$ cat src/rtl/adc_pacer_pkg.sv
// Shared constants for the ADC sample pacer: register offsets, STATUS/CTRL
// bit positions and ADC full-scale codes.
package adc_pacer_pkg;

   // Register offsets relative to the block base address
   localparam logic [31:0] CTRL_OFS    = 32'h00;
   localparam logic [31:0] PACE_OFS    = 32'h04;
   localparam logic [31:0] STATUS_OFS  = 32'h08;
   localparam logic [31:0] DROPCNT_OFS = 32'h0C;
   localparam logic [31:0] SATCNT_OFS  = 32'h10;

   // CTRL bits
   localparam int CTRL_EN    = 0;
   localparam int CTRL_FLUSH = 1;

   // STATUS bits
   localparam int ST_EMPTY   = 0;
   localparam int ST_FULL    = 1;
   localparam int ST_OVF     = 2;
   localparam int ST_LVL_LSB = 4;
   localparam int ST_LVL_MSB = 8;
   localparam int ST_LVL_W   = ST_LVL_MSB - ST_LVL_LSB + 1;

   // ADC full-scale codes
   localparam logic [15:0] ADC_POS_FS = 16'h7FFF;
   localparam logic [15:0] ADC_NEG_FS = 16'h8000;

   // True when a sample sits at either rail
   function automatic logic is_full_scale(input logic [15:0] s);
      return (s == ADC_POS_FS) || (s == ADC_NEG_FS);
   endfunction

endpackage

$ cat src/rtl/adc_sample_fifo.sv
// Single-clock sample FIFO. Pointers carry one extra wrap bit so that
// level = wr - rd is exact and full/empty need no extra state.
module adc_sample_fifo #(
   parameter int DEPTH = 16,
   parameter int DW    = 16
) (
   input  logic                     clk,
   input  logic                     rst,
   input  logic                     push,
   input  logic                     pop,
   input  logic                     flush,
   input  logic [DW-1:0]            din,
   output logic [DW-1:0]            dout,
   output logic                     full,
   output logic                     empty,
   output logic [$clog2(DEPTH):0]   level
);

   localparam int AW = $clog2(DEPTH);
   localparam int LW = AW + 1;

   logic [LW-1:0] wr_q, wr_d, rd_q, rd_d;
   logic [DW-1:0] mem_q [DEPTH];

   assign level = wr_q - rd_q;
   assign empty = (wr_q == rd_q);
   assign full  = (level == LW'(DEPTH));
   assign dout  = mem_q[rd_q[AW-1:0]];

   // Pointer next-state; flush returns both pointers to zero
   always_comb begin
      wr_d = wr_q;
      rd_d = rd_q;
      if (flush) begin
         wr_d = '0;
         rd_d = '0;
      end else begin
         if (push) wr_d = wr_q + LW'(1);
         if (pop)  rd_d = rd_q + LW'(1);
      end
   end

   // Pointer registers
   always_ff @(posedge clk or negedge rst) begin
      if (!rst) begin
         wr_q <= '0;
         rd_q <= '0;
      end else begin
         wr_q <= wr_d;
         rd_q <= rd_d;
      end
   end

   // Sample storage; a write into the head slot while full is safe because
   // the popped head is captured downstream on the same edge
   always_ff @(posedge clk) begin
      if (push && !flush) mem_q[wr_q[AW-1:0]] <= din;
   end

endmodule

$ cat src/rtl/adc_sample_pacer.sv
// ADC sample pacer: buffers raw ADC samples and replays them as the
// ADC/PushADC stream with a programmable minimum spacing between pushes.
// Optional feature macro: ADC_SAT_COUNT_EN adds the SATCNT full-scale counter.
module adc_sample_pacer
   import adc_pacer_pkg::*;
#(
   parameter int          DEPTH     = 16,
   parameter int          PACE_W    = 16,
   parameter logic [31:0] BASE_ADDR = 32'hFE000010
) (
   input  logic        clk,
   input  logic        rst,
   input  logic [31:0] addr,
   input  logic [31:0] Wdata,
   input  logic        write,
   input  logic        read,
   output logic [31:0] Rdata,
   input  logic [15:0] AdcIn,
   input  logic        AdcInValid,
   output logic [15:0] ADC,
   output logic        PushADC,
   output logic        AdcOverflow
);

   localparam int LW = $clog2(DEPTH) + 1;

   // Register decode
   logic sel_ctrl, sel_pace, sel_status, sel_drop;
   assign sel_ctrl   = (addr == BASE_ADDR + CTRL_OFS);
   assign sel_pace   = (addr == BASE_ADDR + PACE_OFS);
   assign sel_status = (addr == BASE_ADDR + STATUS_OFS);
   assign sel_drop   = (addr == BASE_ADDR + DROPCNT_OFS);

   logic en_q, en_d, ovf_q, ovf_d, push_q, push_d;
   logic [PACE_W-1:0] pace_q, pace_d, cnt_q, cnt_d;
   logic [31:0]       drop_q, drop_d;
   logic [15:0]       adc_q, adc_d;

   logic          fifo_full, fifo_empty;
   logic [15:0]   fifo_dout;
   logic [LW-1:0] fifo_level;

   logic flush, pop, accept, drop;

   // Flush overrides everything this cycle: no pop, incoming sample discarded
   assign flush  = write && sel_ctrl && Wdata[CTRL_FLUSH];
   assign pop    = en_q && !fifo_empty && (cnt_q == '0) && !flush;
   assign accept = AdcInValid && en_q && !flush && (!fifo_full || pop);
   assign drop   = AdcInValid && en_q && !flush && fifo_full && !pop;

   adc_sample_fifo #(.DEPTH(DEPTH), .DW(16)) u_fifo (
      .clk   (clk),
      .rst   (rst),
      .push  (accept),
      .pop   (pop),
      .flush (flush),
      .din   (AdcIn),
      .dout  (fifo_dout),
      .full  (fifo_full),
      .empty (fifo_empty),
      .level (fifo_level)
   );

   // Register file, pace counter and output next-state; bus clears beat status sets
   always_comb begin
      en_d   = en_q;
      pace_d = pace_q;
      ovf_d  = ovf_q;
      drop_d = drop_q;
      cnt_d  = cnt_q;
      adc_d  = adc_q;
      push_d = pop;

      if (write && sel_ctrl) en_d   = Wdata[CTRL_EN];
      if (write && sel_pace) pace_d = Wdata[PACE_W-1:0];

      if (write && sel_status && Wdata[ST_OVF]) ovf_d = 1'b0;
      else if (drop)                            ovf_d = 1'b1;

      if (write && sel_drop)              drop_d = '0;
      else if (drop && (drop_q != '1))    drop_d = drop_q + 32'd1;

      if (flush)            cnt_d = '0;
      else if (pop)         cnt_d = pace_q;
      else if (cnt_q != '0) cnt_d = cnt_q - PACE_W'(1);

      if (pop) adc_d = fifo_dout;
   end

   // State registers
   always_ff @(posedge clk or negedge rst) begin
      if (!rst) begin
         en_q   <= 1'b0;
         pace_q <= '0;
         ovf_q  <= 1'b0;
         drop_q <= '0;
         cnt_q  <= '0;
         adc_q  <= '0;
         push_q <= 1'b0;
      end else begin
         en_q   <= en_d;
         pace_q <= pace_d;
         ovf_q  <= ovf_d;
         drop_q <= drop_d;
         cnt_q  <= cnt_d;
         adc_q  <= adc_d;
         push_q <= push_d;
      end
   end

`ifdef ADC_SAT_COUNT_EN
   logic        sel_sat;
   logic [31:0] sat_q, sat_d;
   assign sel_sat = (addr == BASE_ADDR + SATCNT_OFS);

   // Count accepted rail samples, saturating; any write clears
   always_comb begin
      sat_d = sat_q;
      if (write && sel_sat)                                         sat_d = '0;
      else if (accept && is_full_scale(AdcIn) && (sat_q != '1))     sat_d = sat_q + 32'd1;
   end

   // Saturation counter register
   always_ff @(posedge clk or negedge rst) begin
      if (!rst) sat_q <= '0;
      else      sat_q <= sat_d;
   end
`endif

   // Combinational read mux; unmapped addresses and idle bus read 0
   always_comb begin
      Rdata = '0;
      if (read) begin
         if (sel_ctrl)   Rdata[CTRL_EN]     = en_q;
         if (sel_pace)   Rdata[PACE_W-1:0]  = pace_q;
         if (sel_status) begin
            Rdata[ST_EMPTY]               = fifo_empty;
            Rdata[ST_FULL]                = fifo_full;
            Rdata[ST_OVF]                 = ovf_q;
            Rdata[ST_LVL_MSB:ST_LVL_LSB]  = ST_LVL_W'(fifo_level);
         end
         if (sel_drop)   Rdata = drop_q;
`ifdef ADC_SAT_COUNT_EN
         if (sel_sat)    Rdata = sat_q;
`endif
      end
   end

   assign ADC         = adc_q;
   assign PushADC     = push_q;
   assign AdcOverflow = ovf_q;

endmodule

$ cat config.mk
export PLATFORM = sky130hd
export DESIGN_NAME = adc_sample_pacer
export DESIGN_NICKNAME = d
export VERILOG_FILES = /design/src/rtl/adc_pacer_pkg.sv /design/src/rtl/adc_sample_fifo.sv /design/src/rtl/adc_sample_pacer.sv
export SDC_FILE = /design/constraint.sdc
export NUM_CORES = 1
export LEC_CHECK = 0
export ABC_AREA = 1
export BUFFER_PORTS_ARGS = -buffer_cell sky130_fd_sc_hd__buf_2
export CAP_MARGIN = 20
export CORE_MARGIN = 2
export CORE_UTILIZATION = 60
export DETAILED_ROUTE_END_ITERATION = 8
export GPL_TIMING_DRIVEN = 0
export PLACE_DENSITY_LB_ADDON = 0.3
export REMOVE_ABC_BUFFERS = 1
export SETUP_SLACK_MARGIN = 0.05
export SYNTH_ARGS = -nofsm -noshare
export SYNTH_HDL_FRONTEND = slang
export SYNTH_SLANG_ARGS = --single-unit
$ cat constraint.sdc
create_clock -name clk -period 4.78 [get_ports clk]
set_input_delay 0.239 -clock clk [delete_from_list [all_inputs] [get_ports clk]]
set_output_delay 0.239 -clock clk [all_outputs]
set_load 0.02 [all_outputs]
* Yosys cells after proc, flatten, opt, wreduce, memory -nomap -nowiden
Memory sizes are Yosys's and may differ from the RTL's. A register that Yosys moved wholly into a read port is not among the register bits. Cells that the tools add are included.
Storage, ports and cells: memory bits (writable) 256, word-level logic and storage cells 69, register bits 77, memories kept 1, output and inout bits 50
Memories:
- u_fifo.mem_q | depth 16, bits a word 16, rd ports 1, clocked after Yosys merged registers in 1, wr ports 1, RTL line adc_sample_fifo.sv:23 | logic [DW-1:0] mem_q [DEPTH];
Cells by class: mux-type cells 19, add/sub/neg operators 5, reductions and logical operators 29, equal/unequal tests 7
Operators by type and width (count):
- $eq 32x32->1 const B | 4
- $mux 32 | 4
- $mux 16 | 4
- $add 32x1->32 const B | 1
- $ne 32x32->1 const B | 1
- $mux 5 | 5
- $logic_and 1x1->1 | 16
- $logic_not 16->1 | 1
- $reduce_bool 16->1 | 1
- $sub 16x1->16 const B | 1
- $add 5x1->5 const B | 2
- $reduce_bool 2->1 | 4
- $eq 5x5->1 | 1
- $eq 5x5->1 const B | 1
- $logic_not 1->1 | 5
- $mux 1 | 5
- $sub 5x5->5 | 1
- $mux 3 | 1
- $reduce_bool 3->1 | 1
- $logic_or 1x1->1 | 1

* Longest topological paths before layout
depth in word-level cells 10, gate-level depth with buffers 16

* Cells and area by module
From an unflattened synthesis, not the netlist that was laid out.
Second synthesis, totals: cell total of the unflattened synthesis 1934, area, all modules 17285.3 um^2
By module, submodules not included:
- adc_sample_fifo | cells an instance 1199, area each 11933.9 um^2, instances 1
- adc_sample_pacer | cells an instance 735, area each 5351.4 um^2, instances 1

* Worst setup path before layout
Ideal clock, no wire load.
path kind flip-flop to flip-flop, from register u_fifo.rd_q[3], to memory u_fifo.mem_q[0][0] (enable), data required time 4392 ps, path buffers 2, stages on the path, launching flop included 16, path slack 1465 ps, library setup time 388 ps, data arrival time 2926 ps, cell sequence dfrtp_1 inv_1 clkbuf_1 clkbuf_1 ha_1 nand2_1 nor2_1 nand2_1 nand2_1 nor2_2 nand2_1 nand2_1 nand2_1 inv_2 nand2_1 nor2_1
On the way: word-level cells in the longest chain between the ends 10
Ends and longest elaborated chain:
- from (decl) | RTL line adc_sample_fifo.sv:22 | logic [LW-1:0] wr_q, wr_d, rd_q, rd_d;
- from (signal assigned) | RTL line adc_sample_fifo.sv:50 | rd_q <= rd_d;
- branches (longest 5 deep; another with $sub 5x5->5)
- $logic_or 1x1->1 (*) | RTL line adc_sample_pacer.sv:48 | assign accept = AdcInValid && en_q && !flush && (!fifo_full || pop);
- $logic_and 1x1->1 (*) | RTL line adc_sample_pacer.sv:48
- $logic_and 1x1->1 (*) | RTL line adc_sample_fifo.sv:57 | if (push && !flush) mem_q[wr_q[AW-1:0]] <= din;
- $mux 1 (*) | RTL line adc_sample_fifo.sv:57
- $mux 1 (not written as such) (*) | RTL line adc_sample_fifo.sv:57
- to (decl) | RTL line adc_sample_fifo.sv:23
Every way passes the cells marked *.

* Final worst setup path
from register u_fifo.rd_q[2], to memory u_fifo.mem_q[10][12] (enable)
Same word-level chain as after synthesis.

==> impl_metrics.tcl <==
set metrics [dict create \
    stdcell_count 2047 \
    final_common_cell "nand2_1" \
    grt_max_degree 93 \
    final_core_util 0.702 \
    finalWeightedCongestion 0.930 \
    antenna_found_initial 0 \
    setup.worst_path.start_class "flip-flop" \
    p_clk_frac 0.437 \
    ys_seq_elements 349 \
    synthCells 1570 \
    endpoint_kind "flip-flop" \
    path_clk_slew_ps 60 \
    syn2layout_area_growth_pct 14.7 \
    period_minus_slack_ps 4320 \
    nFillCells 1792 \
    maxSlewViolCount 0 \
    timing.final.crit_share 0.903 \
    dr.pass1.iters 5 \
    ir_drop_v 0.000272 \
    overflow 0 \
    max_stage_delay_ps 680 \
    clock_path_buffers 3 \
    grt_pass1_wl_mm 63.1 \
    die_w_um 167 \
    vias_per_cell 6.01 \
    hold_class "input pin to flip-flop" \
    power_leakage_uw 0.00730 \
    synth_edf_count 256 \
    crit_buf_inv 3 \
    root_buffer "clkbuf_16" \
    max_slew_margin 0.332 \
    first_global_vias 12100 \
    critPathMaxFanout 29 \
    wl_met1_mm 15.9 \
    powerDensity_nw_per_um2 326 \
    cts.sinks 349 \
    routed_wirelength_mm 39.7 \
    layout-drive-gt1-share 0.144 \
    layout.nets 1784 \
    h-tree-depth 2 \
    switching_power_uw 1190 \
    final_cell_mix "nand2_1 (287), edfxtp_1 (256), nor2_1 (221), o21ai_0 (165), nand3_1 (140)" \
    drt_iter0_markers 1393 \
    start_util 0.612 \
    status "finished clean" \
    wire_per_inst_um 19.4 \
    crit_family "simple AND/OR/NAND/NOR gates" \
    power_frac_comb 0.017 \
    hpwl_mm 24.6 \
    gr-usage-all-layers 0.286 \
    fin_ws_ps 464 \
    ys_seq_area_frac 0.628 \
    avgSynthCellArea_um2 10.2 \
    path_class "flip-flop to flip-flop" \
    finClkSkew_ps 19.1 \
    post-place-ws_ps -451 \
    wl_met3_mm 3.16 \
    placedCellCount 1969 \
    yosys_warnings 0 \
    dieArea_um2 27900 \
    r2r-start "u_fifo.rd_q[2]" \
    finalSetupTns_ps 0 \
    tightest_slew_ps 1000 \
    fp.dieH_um 167 \
    synthFlopType "edfxtp_1" \
    p_int_uw 4780 \
    setup_viol 0 \
    cp_common_cell "nand2_1" \
    vias 12300 \
    rsz0062_at_grt "no" \
    cts_tree "yes" \
    whs_ps 17.1 \
    syn-cell-area_um2 15900 \
    path_cells "inv_1, ha_1, nand2_1, nor2_1, nand2_1, nand2_1, nor2_2, nand2_2, nand2_1, nand2_1, inv_2, nand2_1, nor2_2, buf_8" \
    slowest_stage "dfrtp_4" \
    coreArea_um2 26100 \
    cp-startpoint "u_fifo.rd_q[2]" \
    cp.required_ps 5000 \
    synthDistinctLibCells 43 \
    fp-row-count 59 \
    top_layer "met4" \
    postCtsSetupBuffers 0 \
    cts_buffers 35 \
    ys_async_sr_fraction 0.266 \
    cap_violations 0 \
    worstSkewPairLatency_ps 530 \
    drc 0 \
    min_from "Wdata[1]" \
    ios 135 \
    final_antenna_net_count 0 \
    p_seq_frac 0.546 \
    timing.fmax_mhz 232 \
    worst_ep_arrival_time_ps 4530 \
    swShare 0.199 \
    hold_violations 0 \
    port_buffers 118 \
    wl_met2_mm 19.3 \
    num_antenna_cells 0 \
]
## worst min-delay path, delay by kind of cell
family,cells,cell delay (ps)
and+or+nand+nor,2,140
buffers and inverters,1,120
## final cells by class
type                            instances  area, µm²  area share
Clock inverter                         15        118     0.00643
Sequential cell                       349      10000       0.548
Multi-Input combinational cell       1055       5280       0.288
Timing Repair Buffer                  156       1150      0.0628
Clock buffer                           48        975      0.0533
Tap cell                              335        419      0.0229
Inverter                               89        339      0.0185
## kinds of logic (layout without fill, tap and decap cells)
group	count (synthesis)	after routing	share of synthesized area
buffers and inverters	166	308	0.0444
and+or+nand+nor	738	738	0.200
DFF	349	349	0.628
adders and majority gates	13	13	0.0107
xor gates and xnor gates	44	44	0.0242
AOI/OAI and AO/OA	260	260	0.0930
## final timing paths
path                                   endpoint  slack [ps]  depth (start not counted)
max in group asynchronous            drop_q[29]        3860                          3
max                        u_fifo.mem_q[10][12]         460                         14
min reg2reg                             ADC[13]         470                          2
min in group asynchronous              cnt_q[8]         220                          2
min                                   pace_q[1]          20                          3
max reg2reg                u_fifo.mem_q[10][12]         460                         14
## sequential cells by signal (all words and copies together), names as in the netlist
name,cells
cnt_q,16
ADC,16
u_fifo.wr_q,5
u_fifo.mem_q,256
drop_q,32
pace_q,16
PushADC,1
u_fifo.rd_q,5
en_q,1
AdcOverflow,1
## synthesized netlist by cell type, types with 2 or more instances
master	instances	area share
nand2_1	288	0.068
edfxtp_1	256	0.48
nor2_1	238	0.056
o21ai_0	165	0.052
nand3_1	140	0.044
dfrtp_1	93	0.15
inv_1	85	0.020
clkbuf_1	52	0.012
o22ai_1	40	0.016
xor2_1	39	0.021
o221ai_1	24	0.013
nand4_1	18	0.0071
nor3_1	18	0.0056
a21oi_1	13	0.0041
ha_1	12	0.0094
o211ai_1	12	0.0056
buf_2	11	0.0035
nand3_2	8	0.0050
nor2_2	8	0.0031
xnor2_1	5	0.0027
buf_1	4	0.00094
inv_2	4	0.00094
nand2_2	4	0.0016
buf_6	3	0.0021
buf_8	3	0.0028
nand3b_1	3	0.0014
a31o_2	2	0.0011
a31oi_1	2	0.00078
buf_4	2	0.00094
clkbuf_4	2	0.00094
nor3_4	2	0.0020
nor3b_1	2	0.00094
or2_2	2	0.00078
## stage by stage
step | instance area (µm²) | total power [µW]
floorplan | 15600 | 3330
global placement | 16600 | 3400
detailed placement | 17000 | 3410
CTS | 18300 | 5980
global route | 18300 | 6110
finish | 18300 | 5960
## routing by layer
layer,up-vias,GRT usage
li1,5693,-
met1,5916,0.389
met2,577,0.466
met3,112,0.0459
met4,0,0.117
met5,-,0
## power groups by stage
stage               combinational, µW  clock (µW)  sequential [µW]
floorplan                        7.91           0             3320
global placement                 86.4           0             3320
detailed placement               91.4           0             3320
CTS                               101        2620             3260
global route                      114        2750             3250
finish                            102        2610             3260
## repair_timing
| item | in CTS | in global routing |
|---|---|---|
| gates resized for setup | 1 | 5 |
| hold endpoints to repair | 41 | 0 |
| hold buffers | 15 | 0 |
| endpoints found under the setup margin | 256 | 249 |
(Power assumes the default switching activity.)
